===== config.mk =====
export PLATFORM = sky130hd
export DESIGN_NAME = dma_job_scheduler_flat
export DESIGN_NICKNAME = d
export VERILOG_FILES = /design/src/rtl/dma_job_scheduler_pkg.sv /design/src/rtl/dma_job_scheduler_if.sv /design/src/rtl/dma_job_scheduler_job_fifo.sv /design/src/rtl/dma_job_scheduler.sv /design/src/flat_wrapper.sv
export SDC_FILE = /design/constraint.sdc
export NUM_CORES = 1
export LEC_CHECK = 0
export ABC_CLOCK_PERIOD_IN_PS = 16900
export BUFFER_PORTS_ARGS = -buffer_cell sky130_fd_sc_hd__clkbuf_2
export CAP_MARGIN = 20
export CORE_ASPECT_RATIO = 1.75
export CORE_MARGIN = 3
export CORE_UTILIZATION = 35
export DETAILED_ROUTE_END_ITERATION = 8
export RECOVER_POWER = 100
export SYNTH_ARGS = -nofsm -noshare
export SYNTH_HDL_FRONTEND = slang
export SYNTH_SLANG_ARGS = --single-unit
export TNS_END_PERCENT = 1

===== constraint.sdc =====
create_clock -name clk -period 16.9 [get_ports clk]
set_input_delay 0 -clock clk [delete_from_list [all_inputs] [get_ports clk]]
set_output_delay 0 -clock clk [all_outputs]
set_load 0.005 [all_outputs]

===== src/rtl/dma_job_scheduler_pkg.sv =====
// Shared constants for the DMA job scheduler: FSM encodings, CSR map and status layout.
package dma_sched_pkg;

  localparam logic [2:0] S_IDLE      = 3'd0;
  localparam logic [2:0] S_LOAD_ADDR = 3'd1;
  localparam logic [2:0] S_LOAD_CNT  = 3'd2;
  localparam logic [2:0] S_RUN       = 3'd3;
  localparam logic [2:0] S_DONE      = 3'd4;
  localparam logic [2:0] S_ERR       = 3'd5;

  typedef enum logic [1:0] {
    CSR_STAGE = 2'd0,
    CSR_JOB   = 2'd1,
    CSR_CTRL  = 2'd2,
    CSR_DONE  = 2'd3
  } csr_off_e;

  localparam int ST_EN        = 0;
  localparam int ST_BUSY      = 1;
  localparam int ST_ERR       = 2;
  localparam int ST_OVF       = 3;
  localparam int ST_LEVEL_LSB = 16;

  localparam int BEAT_BYTES = 8;

  function automatic logic [31:0] pack_status(input logic [15:0] level, input logic ovf,
                                              input logic err, input logic busy, input logic en);
    logic [31:0] w;
    w                              = 32'd0;
    w[ST_LEVEL_LSB +: 16]          = level;
    w[ST_OVF]                      = ovf;
    w[ST_ERR]                      = err;
    w[ST_BUSY]                     = busy;
    w[ST_EN]                       = en;
    return w;
  endfunction

endpackage


===== src/rtl/dma_job_scheduler_if.sv =====
// Host CSR slave plus DMAMaster ctrl/irq bundle; slave = scheduler side, master = environment side.
interface dma_job_scheduler_if;
  logic [1:0]  csr_address;
  logic        csr_write;
  logic [31:0] csr_writedata;
  logic        csr_read;
  logic [31:0] csr_readdata;
  logic        dma_ctrl_write;
  logic        dma_ctrl_address;
  logic [31:0] dma_ctrl_writedata;
  logic        dma_ctrl_waitrequest;
  logic        dma_irq;
  logic        irq;

  modport slave (
    input  csr_address, csr_write, csr_writedata, csr_read, dma_ctrl_waitrequest, dma_irq,
    output csr_readdata, dma_ctrl_write, dma_ctrl_address, dma_ctrl_writedata, irq
  );

  modport master (
    output csr_address, csr_write, csr_writedata, csr_read, dma_ctrl_waitrequest, dma_irq,
    input  csr_readdata, dma_ctrl_write, dma_ctrl_address, dma_ctrl_writedata, irq
  );
endinterface


===== src/rtl/dma_job_scheduler_job_fifo.sv =====
// Synchronous first-word-fall-through FIFO holding queued DMA jobs.
module job_fifo #(
  parameter int WIDTH = 48,
  parameter int DEPTH = 8
) (
  input  logic                     clk,
  input  logic                     reset,
  input  logic                     i_push,
  input  logic [WIDTH-1:0]         i_data,
  input  logic                     i_pop,
  output logic [WIDTH-1:0]         o_data,
  output logic                     o_full,
  output logic                     o_empty,
  output logic [$clog2(DEPTH):0]   o_level
);
  localparam int AW = $clog2(DEPTH);
  localparam logic [AW:0] FULL_LVL = (AW+1)'(DEPTH);

  logic [WIDTH-1:0] r_mem [DEPTH];
  logic [AW-1:0]    r_wr_ptr;
  logic [AW-1:0]    r_rd_ptr;
  logic [AW:0]      r_level;
  logic             w_do_push;
  logic             w_do_pop;

  assign o_full    = (r_level == FULL_LVL);
  assign o_empty   = (r_level == {(AW+1){1'b0}});
  assign o_level   = r_level;
  assign o_data    = r_mem[r_rd_ptr];
  assign w_do_push = i_push & ~o_full;
  assign w_do_pop  = i_pop & ~o_empty;

  // Storage array; contents are don't-care while the level says empty.
  always_ff @(posedge clk) begin
    if (w_do_push) begin
      r_mem[r_wr_ptr] <= i_data;
    end
  end

  // Pointers and occupancy.
  always_ff @(posedge clk) begin
    if (reset) begin
      r_wr_ptr <= {AW{1'b0}};
      r_rd_ptr <= {AW{1'b0}};
      r_level  <= {(AW+1){1'b0}};
    end else begin
      if (w_do_push) begin
        r_wr_ptr <= r_wr_ptr + AW'(1);
      end
      if (w_do_pop) begin
        r_rd_ptr <= r_rd_ptr + AW'(1);
      end
      case ({w_do_push, w_do_pop})
        2'b10:   r_level <= r_level + (AW+1)'(1);
        2'b01:   r_level <= r_level - (AW+1)'(1);
        default: r_level <= r_level;
      endcase
    end
  end

endmodule


===== src/rtl/dma_job_scheduler.sv =====
// DMA job scheduler: queues host write jobs and launches them one at a time on DMAMaster,
// counting completions and flagging jobs that never finish.
module dma_job_scheduler #(
  parameter int DEPTH   = 8,
  parameter int LEN_W   = 16,
  parameter int TIMEOUT = 2**20
) (
  input logic                clk,
  input logic                reset,
  dma_job_scheduler_if.slave bus
);
  import dma_sched_pkg::*;

  localparam int JW   = 32 + LEN_W;
  localparam int LW   = $clog2(DEPTH) + 1;
  localparam int WD_W = $clog2(TIMEOUT);

  logic [2:0]       r_state;
  logic [2:0]       w_state_nxt;
  logic             r_en;
  logic             r_err;
  logic             r_ovf;
  logic             r_irq;
  logic [31:0]      r_stage;
  logic [31:0]      r_done_cnt;
  logic [31:0]      r_rdata;
  logic             r_dma_write;
  logic             r_dma_addr;
  logic [31:0]      r_dma_data;
  logic [WD_W-1:0]  r_wd;

  logic             w_full;
  logic             w_empty;
  logic [LW-1:0]    w_level;
  logic [JW-1:0]    w_job_in;
  logic [JW-1:0]    w_head;
  logic [31:0]      w_head_addr;
  logic [LEN_W-1:0] w_head_len;
  logic [31:0]      w_cnt_word;
  logic [LEN_W-1:0] w_len;
  logic             w_push_req;
  logic             w_push_ok;
  logic             w_drop;
  logic             w_ctrl_wr;
  logic             w_clear;
  logic             w_irq_w1c;
  logic             w_pop;
  logic             w_done_set;
  logic             w_err_set;
  logic             w_busy;

  assign w_len       = bus.csr_writedata[LEN_W-1:0];
  assign w_push_req  = bus.csr_write & (bus.csr_address == CSR_JOB);
  assign w_push_ok   = w_push_req & (w_len != {LEN_W{1'b0}}) & ~w_full;
  assign w_drop      = w_push_req & ~w_push_ok;
  assign w_ctrl_wr   = bus.csr_write & (bus.csr_address == CSR_CTRL);
  assign w_clear     = w_ctrl_wr & bus.csr_writedata[1];
  assign w_irq_w1c   = bus.csr_write & (bus.csr_address == CSR_DONE) & bus.csr_writedata[0];
  assign w_job_in    = {r_stage, w_len};
  assign w_head_addr = w_head[JW-1:LEN_W];
  assign w_head_len  = w_head[LEN_W-1:0];
  // DMAMaster runs count+1 beats, so the programmed count is one less than the job length.
  assign w_cnt_word  = 32'(w_head_len - LEN_W'(1));
  assign w_pop       = (r_state == S_LOAD_CNT) & ~bus.dma_ctrl_waitrequest;
  assign w_done_set  = (r_state == S_RUN) & (w_state_nxt == S_DONE);
  assign w_err_set   = (r_state == S_RUN) & (w_state_nxt == S_ERR);
  assign w_busy      = (r_state != S_IDLE);

  job_fifo #(.WIDTH(JW), .DEPTH(DEPTH)) u_fifo (
    .clk     (clk),
    .reset   (reset),
    .i_push  (w_push_ok),
    .i_data  (w_job_in),
    .i_pop   (w_pop),
    .o_data  (w_head),
    .o_full  (w_full),
    .o_empty (w_empty),
    .o_level (w_level)
  );

  // Next-state decode.
  always_comb begin
    w_state_nxt = r_state;
    case (r_state)
      S_IDLE: begin
        if (r_en && !w_empty && !r_err) w_state_nxt = S_LOAD_ADDR;
        else                            w_state_nxt = S_IDLE;
      end
      S_LOAD_ADDR: begin
        if (!bus.dma_ctrl_waitrequest) w_state_nxt = S_LOAD_CNT;
        else                           w_state_nxt = S_LOAD_ADDR;
      end
      S_LOAD_CNT: begin
        if (!bus.dma_ctrl_waitrequest) w_state_nxt = S_RUN;
        else                           w_state_nxt = S_LOAD_CNT;
      end
      S_RUN: begin
        if (bus.dma_irq)                          w_state_nxt = S_DONE;
        else if (r_wd == WD_W'(TIMEOUT - 1))      w_state_nxt = S_ERR;
        else                                      w_state_nxt = S_RUN;
      end
      S_DONE:  w_state_nxt = S_IDLE;
      S_ERR: begin
        if (w_clear) w_state_nxt = S_IDLE;
        else         w_state_nxt = S_ERR;
      end
      default: w_state_nxt = S_IDLE;
    endcase
  end

  // FSM state, registered DMAMaster ctrl outputs and watchdog.
  always_ff @(posedge clk) begin
    if (reset) begin
      r_state     <= S_IDLE;
      r_dma_write <= 1'b0;
      r_dma_addr  <= 1'b0;
      r_dma_data  <= 32'd0;
      r_wd        <= {WD_W{1'b0}};
    end else begin
      r_state     <= w_state_nxt;
      r_dma_write <= (w_state_nxt == S_LOAD_ADDR) | (w_state_nxt == S_LOAD_CNT);
      r_dma_addr  <= (w_state_nxt == S_LOAD_CNT);
      r_dma_data  <= (w_state_nxt == S_LOAD_CNT)  ? w_cnt_word :
                     (w_state_nxt == S_LOAD_ADDR) ? w_head_addr : 32'd0;
      r_wd        <= (r_state == S_RUN) ? r_wd + WD_W'(1) : {WD_W{1'b0}};
    end
  end

  // CSR registers, sticky flags, completion counter and host irq (set beats W1C).
  always_ff @(posedge clk) begin
    if (reset) begin
      r_en       <= 1'b0;
      r_stage    <= 32'd0;
      r_ovf      <= 1'b0;
      r_err      <= 1'b0;
      r_irq      <= 1'b0;
      r_done_cnt <= 32'd0;
      r_rdata    <= 32'd0;
    end else begin
      if (bus.csr_write && bus.csr_address == CSR_STAGE) r_stage <= bus.csr_writedata;
      if (w_ctrl_wr) r_en <= bus.csr_writedata[0];
      if (w_drop)       r_ovf <= 1'b1;
      else if (w_clear) r_ovf <= 1'b0;
      if (w_err_set)    r_err <= 1'b1;
      else if (w_clear) r_err <= 1'b0;
      if (w_done_set) r_done_cnt <= r_done_cnt + 32'd1;
      if (w_done_set || w_err_set) r_irq <= 1'b1;
      else if (w_irq_w1c)          r_irq <= 1'b0;
      if (bus.csr_read) begin
        case (bus.csr_address)
          CSR_STAGE: r_rdata <= r_stage;
          CSR_JOB:   r_rdata <= pack_status(16'(w_level), r_ovf, r_err, w_busy, r_en);
          CSR_CTRL:  r_rdata <= {31'd0, r_en};
          CSR_DONE:  r_rdata <= r_done_cnt;
          default:   r_rdata <= 32'd0;
        endcase
      end
    end
  end

  assign bus.csr_readdata       = r_rdata;
  assign bus.dma_ctrl_write     = r_dma_write;
  assign bus.dma_ctrl_address   = r_dma_addr;
  assign bus.dma_ctrl_writedata = r_dma_data;
  assign bus.irq                = r_irq;

endmodule


===== src/flat_wrapper.sv =====
// flat-port wrapper written by rule: the top's interface ports become plain ports
module dma_job_scheduler_flat import dma_sched_pkg::*;
#(
  parameter int DEPTH   = 8,
  parameter int LEN_W   = 16,
  parameter int TIMEOUT = 2**20
)
  (clk, reset, bus_csr_address, bus_csr_write, bus_csr_writedata, bus_csr_read, bus_dma_ctrl_waitrequest, bus_dma_irq, bus_csr_readdata, bus_dma_ctrl_write, bus_dma_ctrl_address, bus_dma_ctrl_writedata, bus_irq);
  dma_job_scheduler_if bus_i ();
  input logic clk;
  input logic reset;
  input wire logic [$bits(bus_i.csr_address)-1:0] bus_csr_address;
  input wire logic [$bits(bus_i.csr_write)-1:0] bus_csr_write;
  input wire logic [$bits(bus_i.csr_writedata)-1:0] bus_csr_writedata;
  input wire logic [$bits(bus_i.csr_read)-1:0] bus_csr_read;
  input wire logic [$bits(bus_i.dma_ctrl_waitrequest)-1:0] bus_dma_ctrl_waitrequest;
  input wire logic [$bits(bus_i.dma_irq)-1:0] bus_dma_irq;
  output wire logic [$bits(bus_i.csr_readdata)-1:0] bus_csr_readdata;
  output wire logic [$bits(bus_i.dma_ctrl_write)-1:0] bus_dma_ctrl_write;
  output wire logic [$bits(bus_i.dma_ctrl_address)-1:0] bus_dma_ctrl_address;
  output wire logic [$bits(bus_i.dma_ctrl_writedata)-1:0] bus_dma_ctrl_writedata;
  output wire logic [$bits(bus_i.irq)-1:0] bus_irq;
  assign bus_i.csr_address = bus_csr_address;
  assign bus_i.csr_write = bus_csr_write;
  assign bus_i.csr_writedata = bus_csr_writedata;
  assign bus_i.csr_read = bus_csr_read;
  assign bus_i.dma_ctrl_waitrequest = bus_dma_ctrl_waitrequest;
  assign bus_i.dma_irq = bus_dma_irq;
  assign bus_csr_readdata = bus_i.csr_readdata;
  assign bus_dma_ctrl_write = bus_i.dma_ctrl_write;
  assign bus_dma_ctrl_address = bus_i.dma_ctrl_address;
  assign bus_dma_ctrl_writedata = bus_i.dma_ctrl_writedata;
  assign bus_irq = bus_i.irq;
  dma_job_scheduler #(.DEPTH(DEPTH), .LEN_W(LEN_W), .TIMEOUT(TIMEOUT)) u_core (.clk(clk), .reset(reset), .bus(bus_i));
endmodule

==> flow_summary.yaml, run 1 <==
sta:
  rsz0062_at_grt: "false"
  final_max_slew_viol_count: 461
  max_freq_ghz: 0.160
  finalSetupViolations: 0
  worst_pin_slew_ps: 3800
  slew_headroom: -1.54
  period_share: 0.371
  tns_ps: 0
  layout_min_cycle_time_ps: 6260
  skew_ps: 25.8
  hold_viol_final: 0
drt:
  drc: 0
  totalWireLength_um: 49500
  wl_per_cell_um: 21.2
  drtPass1Iterations: 5
  dr_total_vias: 12100
  drt_iter0_markers: 810
  postRouteAntennaNets: 0
  post_drt_via_cell_ratio: 5.19
clocking:
  cts-buffers-inserted: 46
  clock_sinks: 554
  clockBufferDepth: 3
  cts_tree: "built"
  htreeDepth: 2
  cts-root-buf: "clkbuf_16"
  cts_resized: 0
  clkSlewWorstSetupHoldPaths_ps: 70
  insertion_delay_ps: 580
power_and_ir_drop:
  p_clk_frac: 0.413
  internal-power_w: 0.00208
  total_power_w: 0.00262
  swShare: 0.206
  p_switching_w: 0.000540
  p_leak_nw: 7.53
  p_seq_frac: 0.562
  ir_drop_uv: 77.1
  combPwrFrac: 0.025
  powerDensity_mw_per_mm2: 107
logic_synthesis:
  synth_cell_types: 59
  avgSynthCellArea_um2: 15.6
  synth_seq_cells: 554
  ys.flop_type: "edfxtp_1"
  syn-cell-area_mm2: 0.0214
  synthDominantCellAreaShare: 0.539
  syn-num-nets: 1423
  ys_seq_area_frac: 0.699
  synth-edff-count: 384
  netlist_instances: 1374
  synth_warnings: 0
  yosys-top-cells-area: "edfxtp_1 (54%), dfxtp_1 (16%), mux4_2 (9.9%)"
  synth_top_area_cell: "edfxtp_1"
  async_reset_ff_frac: 0
placement:
  io_buffers: 106
  dpl.hpwl_um: 30400
  place_congestion: 0.783
final_layout:
  drive_gt1_frac: 0.149
  diodes: 0
  layout.nets: 1559
  area_delta_synth_final_pct: 14.7
grt:
  grt_usage: 0.153
  grt_max_degree: 89
  antenna_found_initial: 1
  grt_pass1_wl_um: 75100
  grt_pass1_vias: 12600
  globalRouteOverflowTotal: 0
critical_path:
  critical_path_arrival_ps: 6740
  r2r_setup_slack_ps: 10640
  critPathKind: "reg2reg"
  critPathLaunchType: "flip-flop"
  r2r_end: "u_core.bus.dma_ctrl_writedata[16]"
  cp.required_ps: 17380
  reg2reg_depth: 7
  crit_fanout: 35
  endpoint_kind: "flip-flop"
floorplanning:
  initial_utilization: 0.355
  fp.coreArea_mm2: 0.0603
  io_pins: 107
  design.die.area_mm2: 0.0642
  die_w_um: 193
  num_rows: 119
  fp.dieH_um: 333
min_path:
  holdPathStages: 3
  hp-class: "in2reg"
  worstHoldStart: "bus_csr_address[0]"
  hold_end: "u_core.r_ovf"
flow_run:
  cap_violations: 10
run_status:
  violations: "capacitance limit, slew limit"
  status: "finished with violations"
cells in the mapped netlist, drive strengths merged (2+ instances only):
master   number
nor4b         3
nor3         12
nand3b        2
a31o          3
or3          11
nand4        19
and3          8
clkbuf       52
dfxtp       170
mux2i        59
inv          13
or2           4
o211ai        2
and2          3
o2bb2ai       2
or4           2
o21ai        25
edfxtp      384
nor4         15
buf          26
nand2b        6
a211oi       35
a21oi        50
ha            8
xor2         35
nand2       100
mux2          4
mux4         94
nor2        119
nor3b         3
a22oi        27
and4          6
o22ai        12
nand3        19
nand4b        2
nor2b         3
xnor2        26
placed cells by master (no fill, tap or decap), drive strengths merged, types with 8 or more instances in the layout:
cell type | synthesis | layout
a211oi | 35 | 35
a21oi | 50 | 50
a22oi | 27 | 27
and3 | 8 | 8
buf | 26 | 8
clkbuf | 52 | 177
clkinv | 0 | 13
dfxtp | 170 | 170
dlygate4sd3 | 0 | 38
edfxtp | 384 | 384
ha | 8 | 8
inv | 13 | 18
mux2i | 59 | 59
mux4 | 94 | 94
nand2 | 100 | 100
nand3 | 19 | 19
nand4 | 19 | 19
nor2 | 119 | 119
nor3 | 12 | 12
nor4 | 15 | 15
o21ai | 25 | 25
o22ai | 12 | 12
or3 | 11 | 11
xnor2 | 26 | 26
xor2 | 35 | 35
cell families after synthesis:
group | after synthesis | synth area share
muxes | 157 | 0.130
buffers and inverters | 91 | 0.0177
and+or+nand+nor | 339 | 0.0743
adders and majority gates | 9 | 0.00562
xor gates and xnor gates | 61 | 0.0250
AOI/OAI and AO/OA | 163 | 0.0485
DFF | 554 | 0.699
stage by stage:
step / hold slack (ps) / utilization / area (µm²) / setup slack [ps] / cells
floorplan: 98.9 / - / 21400 / 10360 / 1374
global placement: 226 / 0.378 / 22800 / 12780 / 2209
detailed placement: 231 / 0.378 / 22800 / 12700 / 2209
CTS: 0.909 / 0.409 / 24700 / 12680 / 2333
global route: 40.3 / 0.407 / 24500 / 9930 / 2334
finish: 38.8 / 0.407 / 24500 / 10640 / 2334
routing by layer:
metal,wire (µm),up-vias,global-route usage
li1,-,5523,-
met1,20600,6218,0.191
met2,25700,292,0.273
met3,1990,78,0.0214
met4,1300,2,0.0490
met5,9,-,0
power groups by stage:
stage          sequential (W)  combinational (W)  clock [W]
2_1_floorplan         0.00149          0.0000324          0
3_3_place_gp          0.00150          0.0000594          0
3_5_place_dp          0.00150          0.0000603          0
4_1_cts               0.00147          0.0000679    0.00111
5_1_grt               0.00147          0.0000724    0.00115
6_report              0.00147          0.0000657    0.00108
worst max-delay path, cell delays in order, from the launching register on:
cell      delay, ps
dfxtp_1         970
clkbuf_1       2130
mux4_2          710
mux2i_1         410
nand4_1         440
nor4_1          650
nand2_1         560
o21ai_0         230
registers in the layout, indices dropped and copies added, names as in the netlist, named ones only:
name,count
u_core.bus.dma_ctrl_address,1
u_core.r_stage,32
u_core.r_state,3
u_core.u_fifo.r_rd_ptr,3
u_core.r_done_cnt,32
u_core.r_ovf,1
u_core.bus.irq,1
u_core.u_fifo.r_mem,384
u_core.r_en,1
u_core.r_wd,20
u_core.bus.csr_readdata,32
u_core.bus.dma_ctrl_writedata,32
u_core.u_fifo.r_wr_ptr,3
u_core.r_err,1
u_core.u_fifo.o_level,4
u_core.bus.dma_ctrl_write,1
worst max-delay path by stage:
stage	start	slack, ps	endpoint
2_1_floorplan	u_core.u_fifo.o_level[0]	10360	u_core.u_fifo.r_mem[2][0]
3_3_place_gp	flip-flop	12780	u_core.bus.dma_ctrl_writedata[29]
3_5_place_dp	flip-flop	12700	u_core.bus.dma_ctrl_writedata[16]
4_1_cts	flip-flop	12680	u_core.bus.dma_ctrl_writedata[25]
5_1_grt	flip-flop	9930	u_core.bus.dma_ctrl_writedata[19]
6_report	flip-flop	10640	u_core.bus.dma_ctrl_writedata[16]
cell type report:
type                    instances  area [µm²]
inverters                      13        48.8
repair buffers                166         958
flip-flops and latches        554       14900
fillers                      5522       35800
clock inverters                29         309
well taps                     786         983
multi-input cells             729        6060
clock buffers                  57        1210
what timing repair did:
action | CTS | global route
hold buffers | 38 | 0
buffers inserted | 0 | 0
hold endpoints to repair | 180 | 0
No activity file was read; power rests on OpenSTA's default activity.
==> run 2, diff against run 1 <==
--- a/config.mk
+++ b/config.mk
@@ -5,7 +5,8 @@
 export SDC_FILE = /design/constraint.sdc
 export NUM_CORES = 1
 export LEC_CHECK = 0
-export ABC_CLOCK_PERIOD_IN_PS = 16900
+export ABC_AREA = 1
+export ABC_CLOCK_PERIOD_IN_PS = 5900
 export BUFFER_PORTS_ARGS = -buffer_cell sky130_fd_sc_hd__clkbuf_2
 export CAP_MARGIN = 20
 export CORE_ASPECT_RATIO = 1.75
==> constraint.sdc (replaced) <==
create_clock -name clk -period 5.9 [get_ports clk]
set_input_delay 0 -clock clk [delete_from_list [all_inputs] [get_ports clk]]
set_output_delay 0 -clock clk [all_outputs]
set_load 0.005 [all_outputs]
==> run 2 against run 1 <==
The run still ends with capacitance limit, slew limit left; critical path depth is 4 higher; global-route usage is 2.6 points higher; setup slack worse by 9000 ps; first-iteration DRC count is 54% higher; utilization is 0.26 points lower; die area is 9.0% higher; critical endpoint is now u_core.r_stage[17]; largest cell class unchanged.
==> flow_summary.yaml, run 2 <==
run_status:
  status: "finished with violations"
  violations: "capacitance limit, slew limit"
drt:
  post_drt_via_cell_ratio: 5.02
  drc: 0
  drtPass1Iterations: 5
  wl_per_cell_um: 19.0
  drt_iter0_markers: 1244
  postRouteAntennaNets: 0
  dr_total_vias: 17000
  totalWireLength_um: 64300
critical_path:
  cp.required_ps: 6350
  worstSetupStartpoint: "bus_csr_address[1]"
  cp-endpoint: "u_core.r_stage[17]"
  max_stage_delay_ps: 1460
  endpoint_kind: "flip-flop"
  reg2reg_depth: 11
  crit_fanout: 33
  r2r_setup_slack_ps: 1740
  cp_slowest_cell: "clkbuf_1"
  critPathLaunchType: "primary input"
  r2r_end: "u_core.bus.dma_ctrl_writedata[24]"
  crit_chain: "dlygate4sd3_1 -> clkbuf_1 -> nor2_2 -> clkbuf_1 -> inv_1 -> nor2_2 -> buf_4 -> inv_1 -> clkbuf_1 -> nor2_1 -> nor2_1"
  crit_top_cell: "clkbuf_1"
  critPathKind: "in2reg"
  critical_path_arrival_ps: 4730
logic_synthesis:
  synth_cell_types: 48
  synth_top_area_cell: "edfxtp_1"
  post-synth-top-count-cell: "nand2_1"
  synth-edff-count: 384
  netlist_top_cells_count: "nand2_1 (531), edfxtp_1 (384), nor2_1 (339), inv_1 (204), o21ai_0 (196)"
  avgSynthCellArea_um2: 9.88
  async_reset_ff_frac: 0
  syn-cell-area_mm2: 0.0233
  ys.flop_type: "edfxtp_1"
  syn-num-nets: 2412
  synth_warnings: 0
  synth_seq_cells: 554
  netlist_instances: 2363
  synthDominantCellAreaShare: 0.494
  ys_seq_area_frac: 0.640
  yosys-top-cells-area: "edfxtp_1 (49%), dfxtp_1 (15%), nand2_1 (8.5%)"
sta:
  final_max_slew_viol_count: 404
  layout_min_cycle_time_ps: 4290
  max_freq_ghz: 0.233
  setup_slack_ps: 1610
  hold_viol_final: 0
  tns_ps: 0
  slew_headroom: -0.357
  finalSetupViolations: 0
  rsz0062_at_grt: "false"
  skew_ps: 25.7
  period_share: 0.726
  worst_pin_slew_ps: 2040
clocking:
  insertion_delay_ps: 580
  htreeDepth: 2
  post-cts-setup-buffers: 0
  cts-root-buf: "clkbuf_16"
  cts-buffers-inserted: 49
  clkSlewWorstSetupHoldPaths_ps: 70
  cts_tree: "built"
  clockBufferDepth: 3
  clock_sinks: 554
final_layout:
  final_common_cell: "nand2_1"
  multi_input_area_mm2: 0.00696
  largest_register_ffs: 384
  layout.nets: 2516
  fillCellCount: 6348
  drive_gt1_frac: 0.0698
  regMostFlops: "u_core.u_fifo.r_mem"
  diodes: 0
  area_delta_synth_final_pct: 13.6
  final_cell_mix: "nand2_1 (536), edfxtp_1 (384), nor2_1 (336), inv_1 (205), o21ai_0 (198)"
  seq_area_mm2: 0.0149
power_and_ir_drop:
  ir_drop_uv: 248
  powerDensity_mw_per_mm2: 295
  p_leak_nw: 9.92
  total_power_w: 0.00783
floorplanning:
  io_pins: 107
  initial_utilization: 0.356
  design.die.area_mm2: 0.0700
  die_w_um: 201
  fp.coreArea_mm2: 0.0656
  num_rows: 124
  fp.dieH_um: 348
grt:
  antenna_found_initial: 0
  grt_max_degree: 197
  grt_pass1_vias: 17000
  grt_pass1_wl_um: 98300
  grt_usage: 0.179
  globalRouteOverflowTotal: 0
min_path:
  hp-class: "in2reg"
placement:
  place_congestion: 0.950
  io_buffers: 106
  dpl.hpwl_um: 38700
  dp_slack_ps: 2740
flow_run:
  cap_violations: 9
[run 2: changes by cell type after synthesis, sizes merged, moves of 59 or more]
cell	change
nor2	+232
o21ai	+181
mux4	-94
nand2	+441
nand3	+100
inv	+199
mux2i	-59
[run 2: how the worst min path moves through the flow]
stage                                startpoint                         end  slack, ps  cells past startpoint
final                              bus_csr_read  u_core.bus.csr_readdata[1]         60                      3
after global routing               bus_csr_read  u_core.bus.csr_readdata[1]        110                      3
after CTS                          bus_csr_read  u_core.bus.csr_readdata[1]         30                      3
after global placement    bus_csr_writedata[20]          u_core.r_stage[20]        220                      3
after floorplan            bus_csr_writedata[0]   u_core.u_fifo.r_mem[0][0]        100                      0
after detailed placement  bus_csr_writedata[18]          u_core.r_stage[18]        230                      3
[run 2: logic make-up after synthesis]
kind of cell | share of synthesized area
AND/OR/NAND/NOR | 0.188
XOR/XNOR | 0.00825
buffers and inverters | 0.0622
adder cells (fa/ha/maj) | 0.00514
AO/OA/AOI/OAI | 0.0967
flip-flops | 0.640
[run 2: area by class of cell]
cell class              instances  area share
repair buffers                172      0.0387
clock buffers                  66      0.0522
inverters                     212      0.0302
clock inverters                26      0.0112
multi-input cells            1478       0.263
flip-flops and latches        554       0.563
well taps                     882      0.0416
[run 2: metal layers]
metal | GRT usage | vias to the layer above | wire, µm
li1 | - | 8187 | -
met1 | 0.217 | 8209 | 26100
met4 | 0.0744 | 0 | 2650
met3 | 0.0183 | 139 | 2870
met5 | 0 | - | 0
met2 | 0.325 | 487 | 32700
[run 2: what timing repair did]
item,in CTS,in global routing
hold buffers,42,0
endpoints found under the hold margin,174,0
gates resized for setup,0,0
[run 2: stage by stage]
step                cell area, µm²  std cells  hold WS, ps   util
floorplan                    23300       2363         98.9      -
global placement             24600       3256          221  0.375
detailed placement           24600       3256          230  0.375
CTS                          26700       3390         29.9  0.407
global route                 26500       3390          109  0.404
finish                       26500       3390         64.9  0.404
[run 2: power breakdown]
group          total (W)  internal (W)  switching [W]  leakage (nW)
Sequential       0.00424       0.00419      0.0000493          4.89
Clock            0.00335       0.00192        0.00144         0.808
Combinational   0.000238     0.0000782       0.000160          4.23
[run 2: critical path: cells and delay by family]
kind	cells	cell delay [ps]
and+or+nand+nor	4	830
buffers and inverters	7	3860
